File: src/rtl/barrel_pkg.sv
// barrel_pkg: op codes, fill-select encoding and per-beat control decode shared by the barrel shifter pipeline
package barrel_pkg;
  localparam logic [2:0] OP_SLL = 3'b000;
  localparam logic [2:0] OP_SRL = 3'b001;
  localparam logic [2:0] OP_SRA = 3'b010;
  localparam logic [2:0] OP_ROL = 3'b011;
  localparam logic [2:0] OP_ROR = 3'b100;
  typedef enum logic [1:0] {ZERO, SIGN, WRAP} fill_e;
  typedef struct packed {
    fill_e fill;
    logic  rev;
  } ctl_t;
  function automatic ctl_t decode(input logic [2:0] op);
    ctl_t c;
    c.fill = op == OP_SRA ? SIGN : (op == OP_ROL || op == OP_ROR) ? WRAP : ZERO;
    c.rev = op == OP_SLL || op == OP_ROL;
    return c;
  endfunction
  function automatic logic is_rsvd(input logic [2:0] op);
    return op > OP_ROR;
  endfunction
endpackage

File: src/rtl/bshift_stage.sv
// bshift_stage: one right-shift level (by 2^LVL when in_amt[LVL]) plus its stall-enabled register; ports carry valid, data, amt and fill/reverse control
module bshift_stage
  import barrel_pkg::*;
#(
  parameter int WIDTH = 32,
  parameter int LVL = 0,
  localparam int SHW = $clog2(WIDTH)
) (
  input  logic             clk,
  input  logic             rst,
  input  logic             en,
  input  logic             in_valid,
  input  logic [WIDTH-1:0] in_data,
  input  logic [SHW-1:0]   in_amt,
  input  ctl_t             in_ctl,
  output logic             out_valid,
  output logic [WIDTH-1:0] out_data,
  output logic [SHW-1:0]   out_amt,
  output ctl_t             out_ctl
);
  localparam int S = 1 << LVL;
  logic [S-1:0] fill_bits;
  logic [WIDTH-1:0] shifted;
  always_comb begin
    fill_bits = in_ctl.fill == WRAP ? in_data[S-1:0] : in_ctl.fill == SIGN ? {S{in_data[WIDTH-1]}} : '0;
    shifted = in_amt[LVL] ? {fill_bits, in_data[WIDTH-1:S]} : in_data;
  end
  always_ff @(posedge clk)
    if (rst) out_valid <= 1'b0;
    else if (en) out_valid <= in_valid;
  always_ff @(posedge clk)
    if (en) begin
      out_data <= shifted;
      out_amt <= in_amt;
      out_ctl <= in_ctl;
    end
endmodule

File: src/rtl/barrel_shifter_pipe.sv
// barrel_shifter_pipe: pipelined shift/rotate (SLL/SRL/SRA/ROL/ROR) with valid/ready handshake; in_* beat in, out_* result with out_zero flag, latency SHW+1
module barrel_shifter_pipe
  import barrel_pkg::*;
#(
  parameter int WIDTH = 32,
  localparam int SHW = $clog2(WIDTH)
) (
  input  logic             clk,
  input  logic             rst,
  input  logic             in_valid,
  output logic             in_ready,
  input  logic [WIDTH-1:0] in_data,
  input  logic [SHW-1:0]   in_amt,
  input  logic [2:0]       in_op,
  output logic             out_valid,
  input  logic             out_ready,
  output logic [WIDTH-1:0] out_data,
  output logic             out_zero
);
  logic             v [SHW+1];
  logic [WIDTH-1:0] d [SHW+1];
  logic [SHW-1:0]   a [SHW+1];
  ctl_t             c [SHW+1];
  logic [WIDTH-1:0] pre, post;
  assign in_ready = !(out_valid && !out_ready);
  assign c[0] = decode(in_op);
  assign a[0] = is_rsvd(in_op) ? '0 : in_amt;
  assign v[0] = in_valid;
  assign d[0] = pre;
  for (genvar i = 0; i < WIDTH; i++) begin : g_rev
    assign pre[i] = c[0].rev ? in_data[WIDTH-1-i] : in_data[i];
    assign post[i] = c[SHW].rev ? d[SHW][WIDTH-1-i] : d[SHW][i];
  end
  for (genvar k = 0; k < SHW; k++) begin : g_lvl
    bshift_stage #(.WIDTH(WIDTH), .LVL(k)) u_stage (
      .clk      (clk),
      .rst      (rst),
      .en       (in_ready),
      .in_valid (v[k]),
      .in_data  (d[k]),
      .in_amt   (a[k]),
      .in_ctl   (c[k]),
      .out_valid(v[k+1]),
      .out_data (d[k+1]),
      .out_amt  (a[k+1]),
      .out_ctl  (c[k+1])
    );
  end
  always_ff @(posedge clk)
    if (rst) begin
      out_valid <= 1'b0;
      out_data <= '0;
      out_zero <= 1'b0;
    end else if (in_ready) begin
      out_valid <= v[SHW];
      out_data <= post;
      out_zero <= ~|post;
    end
endmodule

File: config.mk
export PLATFORM = sky130hd
export DESIGN_NAME = barrel_shifter_pipe
export DESIGN_NICKNAME = d
export VERILOG_FILES = /design/src/rtl/barrel_pkg.sv /design/src/rtl/bshift_stage.sv /design/src/rtl/barrel_shifter_pipe.sv
export SDC_FILE = /design/constraint.sdc
export NUM_CORES = 1
export LEC_CHECK = 0
export ABC_AREA = 1
export CORE_MARGIN = 2
export CORE_UTILIZATION = 50
export DETAILED_ROUTE_END_ITERATION = 10
export PLACE_DENSITY = 0.7
export SYNTH_ARGS = -nofsm -noshare
export SYNTH_HDL_FRONTEND = slang
export SYNTH_SLANG_ARGS = --single-unit
File: constraint.sdc
create_clock -name clk -period 18.6 [get_ports clk]
set_input_delay 5.58 -clock clk [delete_from_list [all_inputs] [get_ports clk]]
set_output_delay 5.58 -clock clk [all_outputs]
set_load 0.02 [all_outputs]
* Word-level counts from Yosys, hierarchy flattened
Index checks and enable logic that the tools add are counted.
W data, S select, Z words.
** Word-level totals
- Bits of input ports :: 44
- Register bits after elaboration :: 232
- Output and inout port bits :: 35
** Cells by class
- Eq/ne operators :: 13
- Muxes and demuxes :: 82
- Order comparisons :: 1
- Reductions and logical operators :: 8
** Operators with widths (count)
- $mux W32 :: 5
- $mux W1 :: 67
- $mux W16 :: 2
- $reduce_or A32 Y1 :: 1
- $mux W8 :: 2
- $eq A2 B1 Y1 const B :: 5
- $eq A2 B2 Y1 const B :: 5
- $mux W2 :: 4
- $mux W4 :: 2
- $eq A3 B2 Y1 const B :: 2
- $eq A3 B3 Y1 const B :: 1
- $gt A3 B3 Y1 const B :: 1
- $logic_not A1 Y1 :: 3
- $logic_not A3 Y1 :: 1
- $logic_or A1 B1 Y1 :: 2
- $logic_and A1 B1 Y1 :: 1

* Depth between registers and ports, before layout
Gate-level depths: netlist of run 1.
- Depth in word-level cells :: 8
- Gate-level depth with buffers :: 11

* Cells and area by module
A second synthesis of run 1 with hierarchy kept.
** Second synthesis, totals
- Cell total of the unflattened synthesis :: 1175
- Area total of the unflattened synthesis :: 10905.5 µm²
** Modules (own cells, without submodules)
- barrel_shifter_pipe :: times used 1, area an instance 2175.8 µm², cells an instance 378
- bshift_stage at g_lvl[4].u_stage :: times used 1, area an instance 1871.8 µm², cells an instance 187
- bshift_stage at g_lvl[3].u_stage :: times used 1, area an instance 1788.0 µm², cells an instance 168
- bshift_stage at g_lvl[0].u_stage :: times used 1, area an instance 1739.2 µm², cells an instance 136
- bshift_stage at g_lvl[2].u_stage :: times used 1, area an instance 1674.1 µm², cells an instance 155
- bshift_stage at g_lvl[1].u_stage :: times used 1, area an instance 1656.6 µm², cells an instance 151

* Worst setup path before layout of run 1
No wires, ideal clock.
- Path kind :: input to output
- From :: input out_ready
- To :: output in_ready
- Stages on the path :: 3
- Arrival time :: 11058 ps
- Slack :: 1962 ps
- Buffers on the path :: 1
- Path through :: inv_1 -> nand2_1 -> clkbuf_1
** On the way
- Longest elaborated chain between the ends :: 3
** Ends and longest elaborated chain
- start: declaration :: line barrel_shifter_pipe.sv:16 : input logic out_ready,
- $logic_not A1 Y1 :: line barrel_shifter_pipe.sv:25 : assign in_ready = !(out_valid && !out_ready);
- $logic_and A1 B1 Y1 :: line barrel_shifter_pipe.sv:25
- $logic_not A1 Y1 :: line barrel_shifter_pipe.sv:25
- end: declaration :: line barrel_shifter_pipe.sv:11 : output logic in_ready,
Every way passes these cells.

* Worst setup path after layout of run 1
Same ends and word-level chain as after synthesis.

==> results of run 1 <==
[per-layer routing]
layer	global-route usage [%]	up-vias	wire length, um
li1	-	3608	-
met1	18.9	2885	6950
met2	30.3	155	8300
met3	2.72	31	755
met4	5.26	0	442
met5	0	-	0
[power by group through the flow]
stage / logic, mW / clock network [mW] / registers, mW
3_5_place_dp: 0.167 / 0 / 0.672
2_1_floorplan: 0.108 / 0 / 0.669
3_3_place_gp: 0.164 / 0 / 0.670
4_1_cts: 0.168 / 0.438 / 0.662
6_report: 0.167 / 0.427 / 0.661
5_1_grt: 0.193 / 0.457 / 0.670
[worst min path at each step]
stage,endpoint,slack [ps]
6_report,g_lvl[2].u_stage.out_amt[4],420
2_1_floorplan,g_lvl[1].u_stage.out_amt[2],400
3_5_place_dp,g_lvl[2].u_stage.out_amt[4],410
4_1_cts,g_lvl[3].u_stage.out_amt[4],420
5_1_grt,g_lvl[1].u_stage.out_amt[3],430
3_3_place_gp,g_lvl[1].u_stage.out_amt[3],400
[sequential cells by signal, summed over array words and instances (netlist names)]
register	count
g_lvl.u_stage.out_data	160
out_data	32
g_lvl.u_stage.out_ctl	13
g_lvl.u_stage.out_amt	10
g_lvl.u_stage.out_valid	5
out_valid	1
out_zero	1
[area by class of cell]
type	instances	area [um2]	share of cell area, %
clock buffers	26	587	5.12
flip-flops and latches	222	6280	54.7
well taps	265	332	2.89
multi-input cells	709	3000	26.1
repair buffers	80	808	7.05
inverters	93	357	3.11
clock inverters	13	115	1.00
[per-stage QoR]
step / util, % / power [mW] / setup WS [ps] / hold slack (ps)
floorplan: - / 0.778 / 1960 / 400
global placement: 55.5 / 0.834 / 5660 / 402
detailed placement: 55.5 / 0.839 / 5660 / 406
CTS: 59.1 / 1.27 / 5660 / 418
global route: 59.1 / 1.32 / 5540 / 434
finish: 59.1 / 1.25 / 5720 / 417
[logic make-up (layout without fill, tap and decap cells)]
family / count (synthesis) / in the layout
and+or+nand+nor: 522 / 522
DFF: 222 / 222
AOI/OAI and AO/OA: 184 / 184
buffers and inverters: 145 / 212
muxes: 3 / 3
[layout by cell type, fill, tap and decap left out, types with 8 or more instances in the layout]
master / Yosys / final
nand2_1: 446 / 445
edfxtp_1: 183 / 183
o21ai_0: 95 / 95
inv_1: 89 / 89
clkdlybuf4s50_1: 0 / 78
nor2_1: 65 / 65
a21oi_1: 63 / 63
dfxtp_1: 39 / 39
clkbuf_16: 0 / 23
a22oi_1: 11 / 11
nand3_1: 8 / 8
==> results.json, run 1 <==
{
  "status": "complete, no violations",
  "setup_tns_ps": 0,
  "grt_max_degree": 194,
  "numCtsBuffers": 22,
  "period_minus_slack_ps": 12880,
  "power_density_nw_per_um2": 109,
  "setup.worst_path.end": "in_ready",
  "antenna_found_initial": 0,
  "maxSlewHeadroom_pct": 20.0,
  "grt_pass1_wl_um": 27400,
  "first_pass_iters": 4,
  "cp_max_fo": 62,
  "drt_iter0_drc": 294,
  "yosys.area_share.simple_pct": 20.0,
  "seq_area_frac_synth_pct": 63.5,
  "slowest_delay_ps": 770,
  "p_leak_nw": 5.03,
  "switching_share_pct": 24.8,
  "cts_tree": "built",
  "final_area_um2": 11500,
  "yosysMostFrequentCell": "nand2_1",
  "endpoint_kind": "primary output",
  "cts_root_buf": "clkbuf_16",
  "synthXorXnorAreaFrac_pct": 0,
  "p_int_uw": 944,
  "fin_skew_ps": 13.0,
  "fin_cells": 1408,
  "worstRegToRegCells": 3,
  "startpoint_type": "input port",
  "io_buffer_count": 78,
  "grt_pass1_vias": 6056,
  "yosysTopAreaCellShare_pct": 55.6,
  "setup_violations": 0,
  "dpl_cell_area_um2": 10800,
  "cp_num_cells": 4,
  "holdPathStages": 0,
  "cp_num_buf_inv": 3,
  "criticalPathCategory": "in2out",
  "dp_cells": 1369,
  "ios": 79,
  "irDropWorstVdd_v": 0.0000664,
  "avgSynthCellArea_um2": 9.18,
  "yosys.cell_types.count": 28,
  "h-tree-depth": 1,
  "comb_power_share_pct": 13.3,
  "clkTransAtPathRegs_ps": 50,
  "fmax_mhz": 77.7,
  "die_w_um": 145,
  "ys.flop_type": "edfxtp_1",
  "worst_pin_slew_ps": 1200,
  "hold_viol": 0,
  "dp_hpwl_um": 11400,
  "synth_area_um2": 9880,
  "power_frac_seq_pct": 52.7,
  "grt_usage_pct": 16.2,
  "fill_cells": 1716,
  "core_area_um2": 19400,
  "post_cts_buffers": 0,
  "ant_nets": 0,
  "reg2reg_from": "g_lvl[2].u_stage.out_amt[3]",
  "crit_path_start": "out_ready",
  "synth_compound_area_share_pct": 9.93,
  "post_cts_resize_count": 0,
  "min_from": "g_lvl[1].u_stage.out_amt[4]",
  "detail_route.wirelength_um": 16500,
  "final_nets": 1172,
  "rsz0062_at_grt": "false",
  "crit_arrival_ps": 7300,
  "required_ps": 13020,
  "area_delta_synth_final_pct": 16.1,
  "power_switching_uw": 311,
  "drive_gt1_share_pct": 3.94,
  "yosys_warnings": 0,
  "start_util_pct": 50.9,
  "rows": 51,
  "diodes": 0,
  "synth_adder_area_share_pct": 0,
  "syn_nets": 1120,
  "crit_top_cell": "clkdlybuf4s50_1",
  "via_per_inst": 4.74,
  "holdBufCountCts": 0,
  "maxCapViolations": 0,
  "critical-path-top-delay-family": "buffers and inverters",
  "ys_ff_latch": 222,
  "synthCells": 1076,
  "muxShareOfSynthArea_pct": 0.329,
  "overflow": 0,
  "drcViolationCount": 0,
  "fp.dieH_um": 145,
  "reg2reg_to": "g_lvl[3].u_stage.out_data[30]",
  "synth_top_family_by_area": "simple AND/OR/NAND/NOR gates",
  "crit_path_cell_trace": "clkdlybuf4s50_1 > inv_1 > nand2_4 > clkdlybuf4s50_1",
  "vias": 6679,
  "yosys-top-cells-count": "446 x nand2_1, 183 x edfxtp_1, 95 x o21ai_0",
  "yosys-top-cells-area": "edfxtp_1 56%, nand2_1 17%, dfxtp_1 7.9%",
  "post_drt_wl_per_cell_um": 11.7,
  "drv_slew": 0,
  "clock_power_share_pct": 34.0,
  "die_area_um2": 20900,
  "crit_slowest_cell": "clkdlybuf4s50_1",
  "r2r_slack_ps": 15660,
  "synth_top_area_cell": "edfxtp_1",
  "fin_crit_sh_pct": 69.2,
  "synthArstFlopShare_pct": 0,
  "hp-class": "reg2reg",
  "synth-edff-count": 183,
  "gp_congestion": 0.893,
  "clk_latency_ps": 500,
  "clk_path_buf_depth": 3,
  "cts_sinks": 222
}
Note: power is estimated with default switching activity, not from simulation.
==> inputs of run 2 (changes only) <==
PLACE_DENSITY = 0.73   (was 0.7)
clock period = 11 ns   (was 18.6 ns; I/O delays follow)
==> run 2 against run 1 <==
Against the previous run: sequential cell count unchanged; worst setup slack worse by 3100 ps; wire length decreased by 0.26%; hold slack lost 0.53 ps; critical path depth did not move; critical path type unchanged.
==> results.json, run 2 (synthesis gave the netlist of run 1 again) <==
{
  "crit_path_cell_trace": "clkdlybuf4s50_1 > inv_1 > nand2_4 > clkdlybuf4s50_1",
  "clk_path_buf_depth": 3,
  "power_mw": 2.15,
  "numCtsBuffers": 22,
  "maxCapViolations": 0,
  "fmax_mhz": 119,
  "reg2reg_from": "g_lvl[2].u_stage.out_amt[3]",
  "hold_viol": 0,
  "crit_slowest_cell": "clkdlybuf4s50_1",
  "clk_latency_ps": 500,
  "criticalPathCategory": "in2out",
  "r2r_slack_ps": 8100,
  "rsz0062_at_grt": "false",
  "cp_max_fo": 71,
  "final_nets": 1172,
  "crit_arrival_ps": 5110,
  "worstRegToRegCells": 3,
  "holdBufCountCts": 0,
  "slowest_delay_ps": 790,
  "overflow": 0,
  "power_density_nw_per_um2": 187,
  "via_per_inst": 4.76,
  "post_drt_wl_per_cell_um": 11.6,
  "maxSlewHeadroom_pct": 21.7,
  "setup.worst_path.end": "in_ready",
  "cp_num_buf_inv": 3,
  "irDropWorstVdd_v": 0.0000980,
  "status": "complete, no violations",
  "dpl_cell_area_um2": 10800,
  "critical-path-top-delay-family": "buffers and inverters",
  "final_area_um2": 11500,
  "cp_num_cells": 4,
  "core_area_um2": 19400,
  "ios": 79,
  "grt_max_degree": 185,
  "diodes": 0,
  "setup_violations": 0,
  "drcViolationCount": 0,
  "drive_gt1_share_pct": 3.76,
  "worst_pin_slew_ps": 1170,
  "setup_tns_ps": 0,
  "detail_route.wirelength_um": 16400,
  "first_pass_iters": 5,
  "ant_nets": 0,
  "io_buffer_count": 78,
  "final_common_cell": "nand2_1",
  "period_minus_slack_ps": 8410,
  "dp_hpwl_um": 11200,
  "fin_skew_ps": 8.03,
  "fp.dieH_um": 145,
  "die_w_um": 145,
  "clkTransAtPathRegs_ps": 60,
  "post_cts_resize_count": 0,
  "hp-class": "reg2reg",
  "required_ps": 7700,
  "whs_ps": 416,
  "startpoint_type": "input port",
  "cts_root_buf": "clkbuf_16",
  "grt_pass1_wl_um": 27800,
  "final_cell_mix": "445 x nand2_1, 183 x edfxtp_1, 95 x o21ai_0",
  "rows": 51,
  "drv_slew": 0,
  "grt_pass1_vias": 6171,
  "holdPathStages": 0,
  "grt_usage_pct": 16.4,
  "drt_iter0_drc": 335,
  "crit_path_start": "out_ready",
  "antenna_found_initial": 0,
  "top_regs": "g_lvl.u_stage.out_data: 160 flops, out_data: 32 flops, g_lvl.u_stage.out_ctl: 13 flops",
  "endpoint_kind": "primary output",
  "die_area_um2": 20900,
  "start_util_pct": 50.9,
  "top_register": "g_lvl.u_stage.out_data",
  "h-tree-depth": 1,
  "vias": 6704,
  "p_leak_nw": 5.05,
  "area_delta_synth_final_pct": 16.4,
  "gp_congestion": 0.916,
  "largest_reg_flops": 160,
  "crit_top_cell": "clkdlybuf4s50_1",
  "fin_crit_sh_pct": 76.4,
  "cts_tree": "built",
  "post_cts_buffers": 0,
  "reg2reg_to": "g_lvl[3].u_stage.out_data[30]",
  "cts_sinks": 222
}
## run 2: changes by cell type in the layout (fill, tap and decap cells not counted)
cell / delta
bufinv_16: +1
inv_8: +1
clkinv_4: +1
clkinvlp_2: -1
clkbuf_1: -1
clkinv_1: +4
clkinv_2: -3
clkinvlp_4: -1
## run 2: where the power goes
group / leakage [nW] / internal (mW) / total (mW) / switching [mW]
combinational: 2.35 / 0.115 / 0.282 / 0.167
clock: 0.355 / 0.452 / 0.752 / 0.301
sequential: 2.34 / 1.05 / 1.12 / 0.0654
## run 2: area by class of cell
type / instances / area [um2]
fill: 1669 / 7890
sequential: 222 / 6280
multi-input combinational: 709 / 3000
timing repair buffer: 80 / 808
clock buffer: 25 / 583
inverter: 93 / 357
tap: 265 / 332
clock inverter: 15 / 153
## run 2: per-stage QoR
stage          setup slack [ps]  utilization [%]  std cells
6_report                   2590             59.3       1409
5_1_grt                    2450             59.3       1409
4_1_cts                    2550             59.3       1409
3_5_place_dp               2550             55.5       1369
3_3_place_gp               2570             55.5       1369
2_1_floorplan              1710                -       1076
## run 2: worst reg2reg max path, stage by stage, from the launching register on
cell	delay (ps)
edfxtp_1	930
clkinv_1	860
a31oi_2	680
a21oi_1	160
## run 2: worst min path at each step
stage / from / end / slack, ps
2_1_floorplan: g_lvl[0].u_stage.out_amt[2] / g_lvl[1].u_stage.out_amt[2] / 400
3_3_place_gp: g_lvl[2].u_stage.out_amt[4] / g_lvl[3].u_stage.out_amt[4] / 400
3_5_place_dp: g_lvl[0].u_stage.out_amt[2] / g_lvl[1].u_stage.out_amt[2] / 400
4_1_cts: g_lvl[0].u_stage.out_amt[3] / g_lvl[1].u_stage.out_amt[3] / 420
5_1_grt: g_lvl[0].u_stage.out_amt[4] / g_lvl[1].u_stage.out_amt[4] / 430
6_report: g_lvl[0].u_stage.out_amt[3] / g_lvl[1].u_stage.out_amt[3] / 420
## run 2: layer usage
metal / wire (um) / global-route usage (%) / share of wire, %
met1: 6870 / 18.7 / 42
met2: 8350 / 30.9 / 51
met3: 789 / 3.01 / 4.8
met4: 404 / 5.52 / 2.5
met5: 0 / 0 / 0
==> inputs of run 3 (changes only) <==
clock period = 7.6 ns   (was 11 ns; I/O delays follow)
==> run 3 against run 2 <==
Against the previous run: non-clock buffer count is 1 higher; die area stayed put; clock-buffer cell count is 1 higher; via count is 0.31% higher.
==> results.json, run 3 (synthesis gave the netlist of run 1 again) <==
{
  "post_cts_buffers": 0,
  "dpl_cell_area_um2": 10800,
  "grt_usage_pct": 16.4,
  "startpoint_type": "input port",
  "slowest_delay_ps": 680,
  "numCtsBuffers": 22,
  "overflow": 0,
  "drt_iter0_drc": 409,
  "final_nets": 1173,
  "grt_pass1_wl_um": 27600,
  "p_leak_nw": 5.04,
  "rows": 51,
  "whs_ps": 415,
  "top_register": "g_lvl.u_stage.out_data",
  "rsz0062_at_grt": "false",
  "endpoint_kind": "primary output",
  "cp_num_buf_inv": 3,
  "period_minus_slack_ps": 5840,
  "grt_pass1_vias": 6051,
  "holdBufCountCts": 0,
  "die_area_um2": 20900,
  "switching_share_pct": 24.9,
  "gp_congestion": 0.921,
  "fin_crit_sh_pct": 76.8,
  "fp.dieH_um": 145,
  "clk_path_buf_depth": 3,
  "power_switching_uw": 765,
  "final_common_cell": "nand2_1",
  "irDropWorstVdd_v": 0.000163,
  "core_area_um2": 19400,
  "comb_power_share_pct": 13.3,
  "p_int_mw": 2.31,
  "antenna_found_initial": 0,
  "fin_skew_ps": 11.9,
  "status": "complete, no violations",
  "power_frac_seq_pct": 52.7,
  "maxCapViolations": 0,
  "crit_slowest_cell": "clkdlybuf4s50_1",
  "cp_max_fo": 2,
  "crit_arrival_ps": 3560,
  "post_drt_wl_per_cell_um": 11.9,
  "drcViolationCount": 0,
  "h-tree-depth": 1,
  "setup_tns_ps": 0,
  "final_cell_mix": "445 x nand2_1, 183 x edfxtp_1, 95 x o21ai_0",
  "cts_sinks": 222,
  "clk_latency_ps": 500,
  "vias": 6725,
  "detail_route.wirelength_um": 16700,
  "via_per_inst": 4.77,
  "crit_top_cell": "clkdlybuf4s50_1",
  "hp-class": "reg2reg",
  "drive_gt1_share_pct": 4.02,
  "fill_cells": 1691,
  "area_delta_synth_final_pct": 16.2,
  "fmax_mhz": 171,
  "io_buffer_count": 78,
  "setup_violations": 0,
  "power_density_nw_per_um2": 268,
  "power_mw": 3.08,
  "ant_nets": 0,
  "reg2reg_from": "g_lvl[2].u_stage.out_amt[3]",
  "die_w_um": 145,
  "cts_tree": "built",
  "first_pass_iters": 5,
  "post_cts_resize_count": 0,
  "ios": 79,
  "clkTransAtPathRegs_ps": 60,
  "dp_hpwl_um": 11400,
  "crit_path_cell_trace": "clkdlybuf4s50_1 > inv_1 > nand2_4 > clkdlybuf4s50_1",
  "cts_root_buf": "clkbuf_16",
  "drv_slew": 0,
  "top_regs": "g_lvl.u_stage.out_data: 160 flops, out_data: 32 flops, g_lvl.u_stage.out_ctl: 13 flops",
  "start_util_pct": 50.9,
  "largest_reg_flops": 160,
  "min_from": "g_lvl[2].u_stage.out_amt[4]",
  "final_area_um2": 11500,
  "grt_max_degree": 185,
  "critical-path-top-delay-family": "buffers and inverters",
  "hold_viol": 0,
  "worst_pin_slew_ps": 1150,
  "crit_path_start": "out_ready",
  "required_ps": 5320,
  "maxSlewHeadroom_pct": 23.3,
  "diodes": 0,
  "criticalPathCategory": "in2out",
  "clock_power_share_pct": 34.0
}
## run 3: metal layers
metal	routed length (um)	GRT usage (%)	vias up
li1	-	-	3617
met5	0	0	-
met2	8580	30.8	163
met3	826	2.78	30
met4	376	5.77	0
met1	6930	18.7	2915
## run 3: path summary, 6_finish.rpt
path	end	slack [ps]	cells past startpoint
hold / removal	g_lvl[3].u_stage.out_amt[4]	410	0
hold reg to reg	g_lvl[3].u_stage.out_amt[4]	410	0
setup / recovery	in_ready	1760	4
setup reg to reg	g_lvl[3].u_stage.out_data[30]	4690	3
## run 3: power groups by stage
stage | Clock (mW) | Sequential, mW | Combinational, mW
global placement | 0 | 1.64 | 0.398
detailed placement | 0 | 1.65 | 0.406
global route | 1.11 | 1.64 | 0.471
CTS | 1.07 | 1.62 | 0.409
finish | 1.04 | 1.62 | 0.409
floorplan | 0 | 1.64 | 0.265
## run 3: final cells by class
class                           instances  area (um2)  area share [%]
Clock buffer                           26         587            5.11
Clock inverter                         14         116            1.01
Inverter                               93         357            3.11
Multi-Input combinational cell        709        3000            26.1
Sequential cell                       222        6280            54.7
Tap cell                              265         332            2.89
Timing Repair Buffer                   81         816            7.11
## run 3: metrics by stage
stage / setup slack (ps) / std cells / util [%]
6_report: 1760 / 1410 / 59.2
5_1_grt: 1670 / 1410 / 59.2
4_1_cts: 1690 / 1410 / 59.2
3_5_place_dp: 1690 / 1370 / 55.6
3_3_place_gp: 1680 / 1370 / 55.6
2_1_floorplan: 351 / 1076 / -
## run 3: worst register-to-register path: stages, from the launching register on
cell,delay (ps)
edfxtp_1,940
clkinv_1,870
a31oi_2,690
a21oi_1,150
==> RTL change 1 (config.mk and constraints of run 2) <==
`WIDTH` is set to 32 in 2 places; all go to 64.
--- a/src/rtl/bshift_stage.sv
+++ b/src/rtl/bshift_stage.sv
@@ -4,3 +4,3 @@
 #(
-  parameter int WIDTH = 32,
+  parameter int WIDTH = 64,
   parameter int LVL = 0,
--- a/src/rtl/barrel_shifter_pipe.sv
+++ b/src/rtl/barrel_shifter_pipe.sv
@@ -4,3 +4,3 @@
 #(
-  parameter int WIDTH = 32,
+  parameter int WIDTH = 64,
   localparam int SHW = $clog2(WIDTH)
Ports: changed (resized in_amt, in_data and out_data); port bits go from 79 to 144. The function was not compared with the original's and may differ.
==> RTL change 1 against run 2 <==
  * Non-clock buffer count rose by 82
  * Die area is 110% higher
  * Global-route usage increased by 3.3 points
  * Utilization shrank 0.69 points
  * Design area increased by 110%
  * Power up 130%
  * Register-to-register slack lost 0.23 ns
  * Wire length rose to 2.6 times the old value
  * Sequential cell count rose by 265
  * Synthesized area rose by 120%
  * Setup slack got worse by 0.16 ns
  * Clock power is 110% higher
==> RTL change 1: results (changes against run 2) <==
initial antenna violation count=2 (was 0); vias in the first global route=13.85k (was 6,171); port buffer count=143 (was 78); largest net degree at the start of global routing=200 (was 185); first drt pass iteration count=5 (unchanged); Slew HR=0.2031 (was 0.2169); status=completed (unchanged); Worst-path clk slew=0.06 ns (about the same); Place WS=2.474 ns (was 2.549 ns); Worst Path Max Fanout=136 (was 71); Max VDD drop=0.1322 mV (was 0.09801 mV); Clock Path Buffers=3 (unchanged); HPWL after DPL=30.46 mm (was 11.24 mm); ranking of synthesized cells by area=edfxtp_1 (58%), nand2_1 (16%), dfxtp_1 (6.7%) (was edfxtp_1 (56%), nand2_1 (17%), dfxtp_1 (7.9%)); filler cell count=3,548 (was 1,669); Setup Buffers After CTS=0 (unchanged); leakage=0.01064 uW (was 0.005046 uW); Final GP Congestion=0.9580 (was 0.9156); layout cells sized above 1=0.04055 (was 0.03759); Max Clock Skew=0.01528 ns (was 0.008033 ns); register area share after synthesis=0.6476 (was 0.6352); via-per-instance ratio=5.022 (was 4.758); first-pass GRT wire length=70.15 mm (was 27.83 mm); Inserted Clock Buffers=48 (was 22); Post-synth ARST share=0 (unchanged); GRT Util Overall=0.1977 (was 0.1643); biggest registers after layout=g_lvl.u_stage.out_data (384), out_data (64), g_lvl.u_stage.out_ctl (16) (was g_lvl.u_stage.out_data (160), out_data (32), g_lvl.u_stage.out_ctl (13)); Synth warnings=0 (unchanged); switching share of power=0.2697 (was 0.2476); final wirelength=43.20 mm (was 16.41 mm); ANT cells=0 (unchanged); Most flops, register=g_lvl.u_stage.out_data (unchanged); initial DRC count=1,230 (was 335); Synth cell types=25 (was 28); nets@finish=2,455 (was 1,172); synth cell count leaders=nand2_1 (909), edfxtp_1 (415), o21ai_0 (263) (was nand2_1 (446), edfxtp_1 (183), o21ai_0 (95)); Worst-Skew Late Latency=0.58 ns (was 0.50 ns); Hold WC Path Type=reg -> reg (unchanged); CTS H-tree depth=2 (was 1); syn nets=2,374 (was 1,120); number of synthesized flops with an enable pin=415 (was 183)
## RTL change 1: cell count changes in the layout (fill, tap and decap cells not counted), sizes merged, moves of 4 or more
cell	change
clkdlybuf4s50	+65
a31oi	+13
o21ai	+182
nand3	+4
buf	+17
a21oi	+53
edfxtp	+232
clkbuf	+39
nand2	+462
a22oi	+9
nor2	+75
inv	+81
clkinv	+8
dfxtp	+33
## RTL change 1: worst max-delay path, stage by stage
cell             delay (ns)
clkdlybuf4s50_1        0.46
nor2_1                 0.04
buf_4                  0.18
inv_8                  0.48
clkdlybuf4s50_1        0.73
## RTL change 1: worst paths after layout
kind	from	to	slack, ns	cells past startpoint
hold / removal	g_lvl[3].u_stage.out_amt[5]	g_lvl[4].u_stage.out_amt[5]	0.42	0
setup reg to reg	out_valid	g_lvl[1].u_stage.out_data[28]	7.87	6
setup / recovery	out_ready	in_ready	2.43	5
hold reg to reg	g_lvl[3].u_stage.out_amt[5]	g_lvl[4].u_stage.out_amt[5]	0.42	0
## RTL change 1: kinds of logic after synthesis
kind of cell | Yosys count | share of synthesized area
simple gates | 1063 | 0.1868
flops | 487 | 0.6476
buf+inv | 304 | 0.05752
compound gates | 439 | 0.1061
mux | 4 | 0.001981
## RTL change 1: layout make-up
class | instances | area share
Clock inverter | 25 | 0.008055
Sequential cell | 487 | 0.5629
Tap cell | 539 | 0.02731
Inverter | 173 | 0.02670
Clock buffer | 64 | 0.05370
Timing Repair Buffer | 162 | 0.06424
Multi-Input combinational cell | 1506 | 0.2571
## RTL change 1: per-stage QoR
step | area [um^2] | hold slack [ns] | instances | util
floorplan | 21470 | 0.4003 | 2297 | -
global placement | 23170 | 0.4043 | 2867 | 0.5500
detailed placement | 23170 | 0.4045 | 2867 | 0.5500
CTS | 24700 | 0.4161 | 2956 | 0.5862
global route | 24700 | 0.4257 | 2956 | 0.5862
finish | 24700 | 0.4169 | 2956 | 0.5862
## RTL change 1: routing by layer
| layer | track usage | part of all wire | vias to the layer above |
|---|---|---|---|
| li1 | - | - | 7737 |
| met1 | 0.2460 | 0.43 | 6606 |
| met2 | 0.3387 | 0.48 | 400 |
| met3 | 0.03003 | 0.045 | 101 |
| met4 | 0.09592 | 0.044 | 0 |
| met5 | 0 | 0 | - |
## RTL change 1: power groups by stage
stage,Clock (uW),Combinational [uW],Sequential [uW]
after floorplan,0,465,2640
after global routing,1690,884,2690
after detailed placement,0,771,2680
after CTS,1610,777,2650
after global placement,0,756,2670
final,1580,773,2640
==> RTL change 2 (settings of run 2) <==
Without the edit above. Make the reset (`rst`) asynchronous in 2 clocked blocks.
--- a/src/rtl/bshift_stage.sv
+++ b/src/rtl/bshift_stage.sv
@@ -27,3 +27,3 @@
   end
-  always_ff @(posedge clk)
+  always_ff @(posedge clk or posedge rst)
     if (rst) out_valid <= 1'b0;
--- a/src/rtl/barrel_shifter_pipe.sv
+++ b/src/rtl/barrel_shifter_pipe.sv
@@ -48,3 +48,3 @@
   end
-  always_ff @(posedge clk)
+  always_ff @(posedge clk or posedge rst)
     if (rst) begin
Behaviour: differs if rst is asserted again (counterexample within 4 cycles, from zero or initial values and one cycle with rst high); with rst held inactive, the same outputs for 4 cycles.
==> RTL change 2 against run 2 <==
  * Design area rose by 1.1%
  * Cell count fell by 4.8%
  * Sequential cell count did not move
  * Die area rose by 2.1%
  * Wire length fell by 2.6%
  * Critical path depth did not move
  * Setup slack got worse by 0.46 ns
  * Synthesized area rose by 2.1%
  * Largest cell class unchanged
  * Highest routed layer unchanged
Power is not compared: it rests on default switching activity, and its combinational part moved more than twofold at a synthesized area within 25%.
==> RTL change 2: results (changes against run 2) <==
ranking of synthesized cells by area=edfxtp_1 (54%), nand2_1 (15%), dfrtp_1 (9.7%) (was edfxtp_1 (56%), nand2_1 (17%), dfxtp_1 (7.9%)); Final GP Congestion=0.8487 (was 0.9156); Inserted Clock Buffers=22 (unchanged); CTS H-tree depth=1 (unchanged); number of synthesized flops with an enable pin=183 (unchanged); Post-synth ARST share=0.1757 (was 0); syn nets=1,046 (was 1,120); Synth warnings=0 (unchanged); Clock Path Buffers=3 (unchanged); initial antenna violation count=0 (unchanged); crit path DAT=5.57 ns (was 5.11 ns); Cell Count, Final, Fillers Out=1,342 (was 1,409); Hold Crit Start=g_lvl[1].u_stage.out_amt[4] (was g_lvl[0].u_stage.out_amt[3]); CP endpoint kind=primary output (unchanged); clk root buf=clkbuf_16 (unchanged); GRT Util Overall=0.1537 (was 0.1643); nets@finish=1,106 (was 1,172); Setup TNS Final=0 ns (unchanged); Slew HR=0.2937 (was 0.2169); first drt pass iteration count=5 (unchanged); leakage=just over 0.005 uW; Max VDD drop=0.1063 mV; ANT cells=0 (unchanged); first-pass GRT wire length=27.60 mm (was 27.83 mm); post-cts resize count=0 (unchanged); Max Clock Skew=0.006044 ns (was 0.008033 ns); layout cells sized above 1=0.06407 (was 0.03759); Top FF cell, synth=edfxtp_1 (unchanged); Synth cell types=30 (was 28); port buffer count=78 (unchanged); CP Launch Point=out_ready (unchanged); register area share after synthesis=0.6412 (was 0.6352); Setup Buffers After CTS=0 (unchanged); synth cell count leaders=nand2_1 (390), edfxtp_1 (183), inv_1 (78) (was nand2_1 (446), edfxtp_1 (183), o21ai_0 (95)); largest net degree at the start of global routing=81 (was 185); Worst-Skew Late Latency=0.49 ns; Place WS=2.121 ns (was 2.549 ns); status=completed (unchanged); vias in the first global route=6,067 (was 6,171); final wirelength=15.98 mm (was 16.41 mm); RR Startpoint=out_valid (was g_lvl[2].u_stage.out_amt[3]); HPWL after DPL=11.63 mm (was 11.24 mm); Hold Vio Cnt, Final=0 (unchanged); post-route clock period utilization=0.8063 (was 0.7642); syn avg cell area=10.07 um^2 (was 9.183 um^2); biggest registers after layout=g_lvl.u_stage.out_data (160), out_data (32), g_lvl.u_stage.out_ctl (13) (unchanged); filler cell count=1,699 (was 1,669); Hold WC Path Type=reg -> reg (unchanged); Worst Path Max Fanout=57 (was 71); Worst-path clk slew=0.06 ns (about the same); via count=6,409 (was 6,704); worst reg-to-reg setup slack=7.85 ns (was 8.10 ns); initial DRC count=331 (was 335)
## RTL change 2: cell count changes after synthesis, moves of 4 or more
cell and delta:
dfxtp_1 -39, inv_1 -11, nand2_1 -56, a21oi_1 -29, dfrtp_1 +39, o21ai_2 +20, a31oi_1 +5, buf_6 +4
o21ai_1 +8, clkbuf_1 -11, o21ai_0 -38, mux2i_1 +29
## RTL change 2: where the power goes
group | switching [uW] | internal (uW) | total [uW]
Sequential | 208 | 1430 | 1640
Combinational | 644 | 368 | 1010
Clock | 284 | 404 | 688
## RTL change 2: path summary, 6_finish.rpt
| kind | endpoint | depth (start not counted) |
|---|---|---|
| min reg2reg | g_lvl[2].u_stage.out_amt[4] | 0 |
| min in group asynchronous | g_lvl[2].u_stage.out_valid | 3 |
| max reg2reg | g_lvl[0].u_stage.out_data[0] | 5 |
| max | in_ready | 4 |
| min | g_lvl[2].u_stage.out_amt[4] | 0 |
| max in group asynchronous | out_data[11] | 3 |
## RTL change 2: stage by stage
stage	utilization	hold slack [ns]	power, uW	cell area [um^2]
floorplan	-	0.4003	2345	10090
global placement	0.5577	0.4017	2637	10960
detailed placement	0.5577	0.4045	2676	10960
CTS	0.5919	0.4157	3371	11630
global route	0.5919	0.4266	3592	11630
finish	0.5919	0.4157	3336	11630
## RTL change 2: kinds of logic after synthesis
family / share of synthesized area
simple gates: 0.1805
mux: 0.03199
buf+inv: 0.06038
flops: 0.6412
compound gates: 0.08592
## RTL change 2: metal layers
metal / part of all wire / up-vias / GRT usage / wire, um
li1: - / 3436 / - / -
met1: 0.42 / 2817 / 0.1777 / 6650
met2: 0.52 / 132 / 0.2903 / 8238
met3: 0.043 / 24 / 0.02688 / 687
met4: 0.025 / 0 / 0.04709 / 404
met5: 0 / - / 0 / 0
## RTL change 2: worst max-delay path, cell delays in order
cell and delay, ns:
clkdlybuf4s50_1 0.45, nor2_4 0.78, inv_6 0.36, clkdlybuf4s50_1 0.65
## RTL change 2: cell type report
type                    instances  area (um^2)  share of cell area
flip-flops and latches        222         6471              0.5563
multi-input cells             650         3019              0.2595
repair buffers                 83        818.3             0.07035
clock buffers                  29        598.1             0.05141
well taps                     265        331.6             0.02850
inverters                      83        321.6             0.02764
clock inverters                10        72.57            0.006239
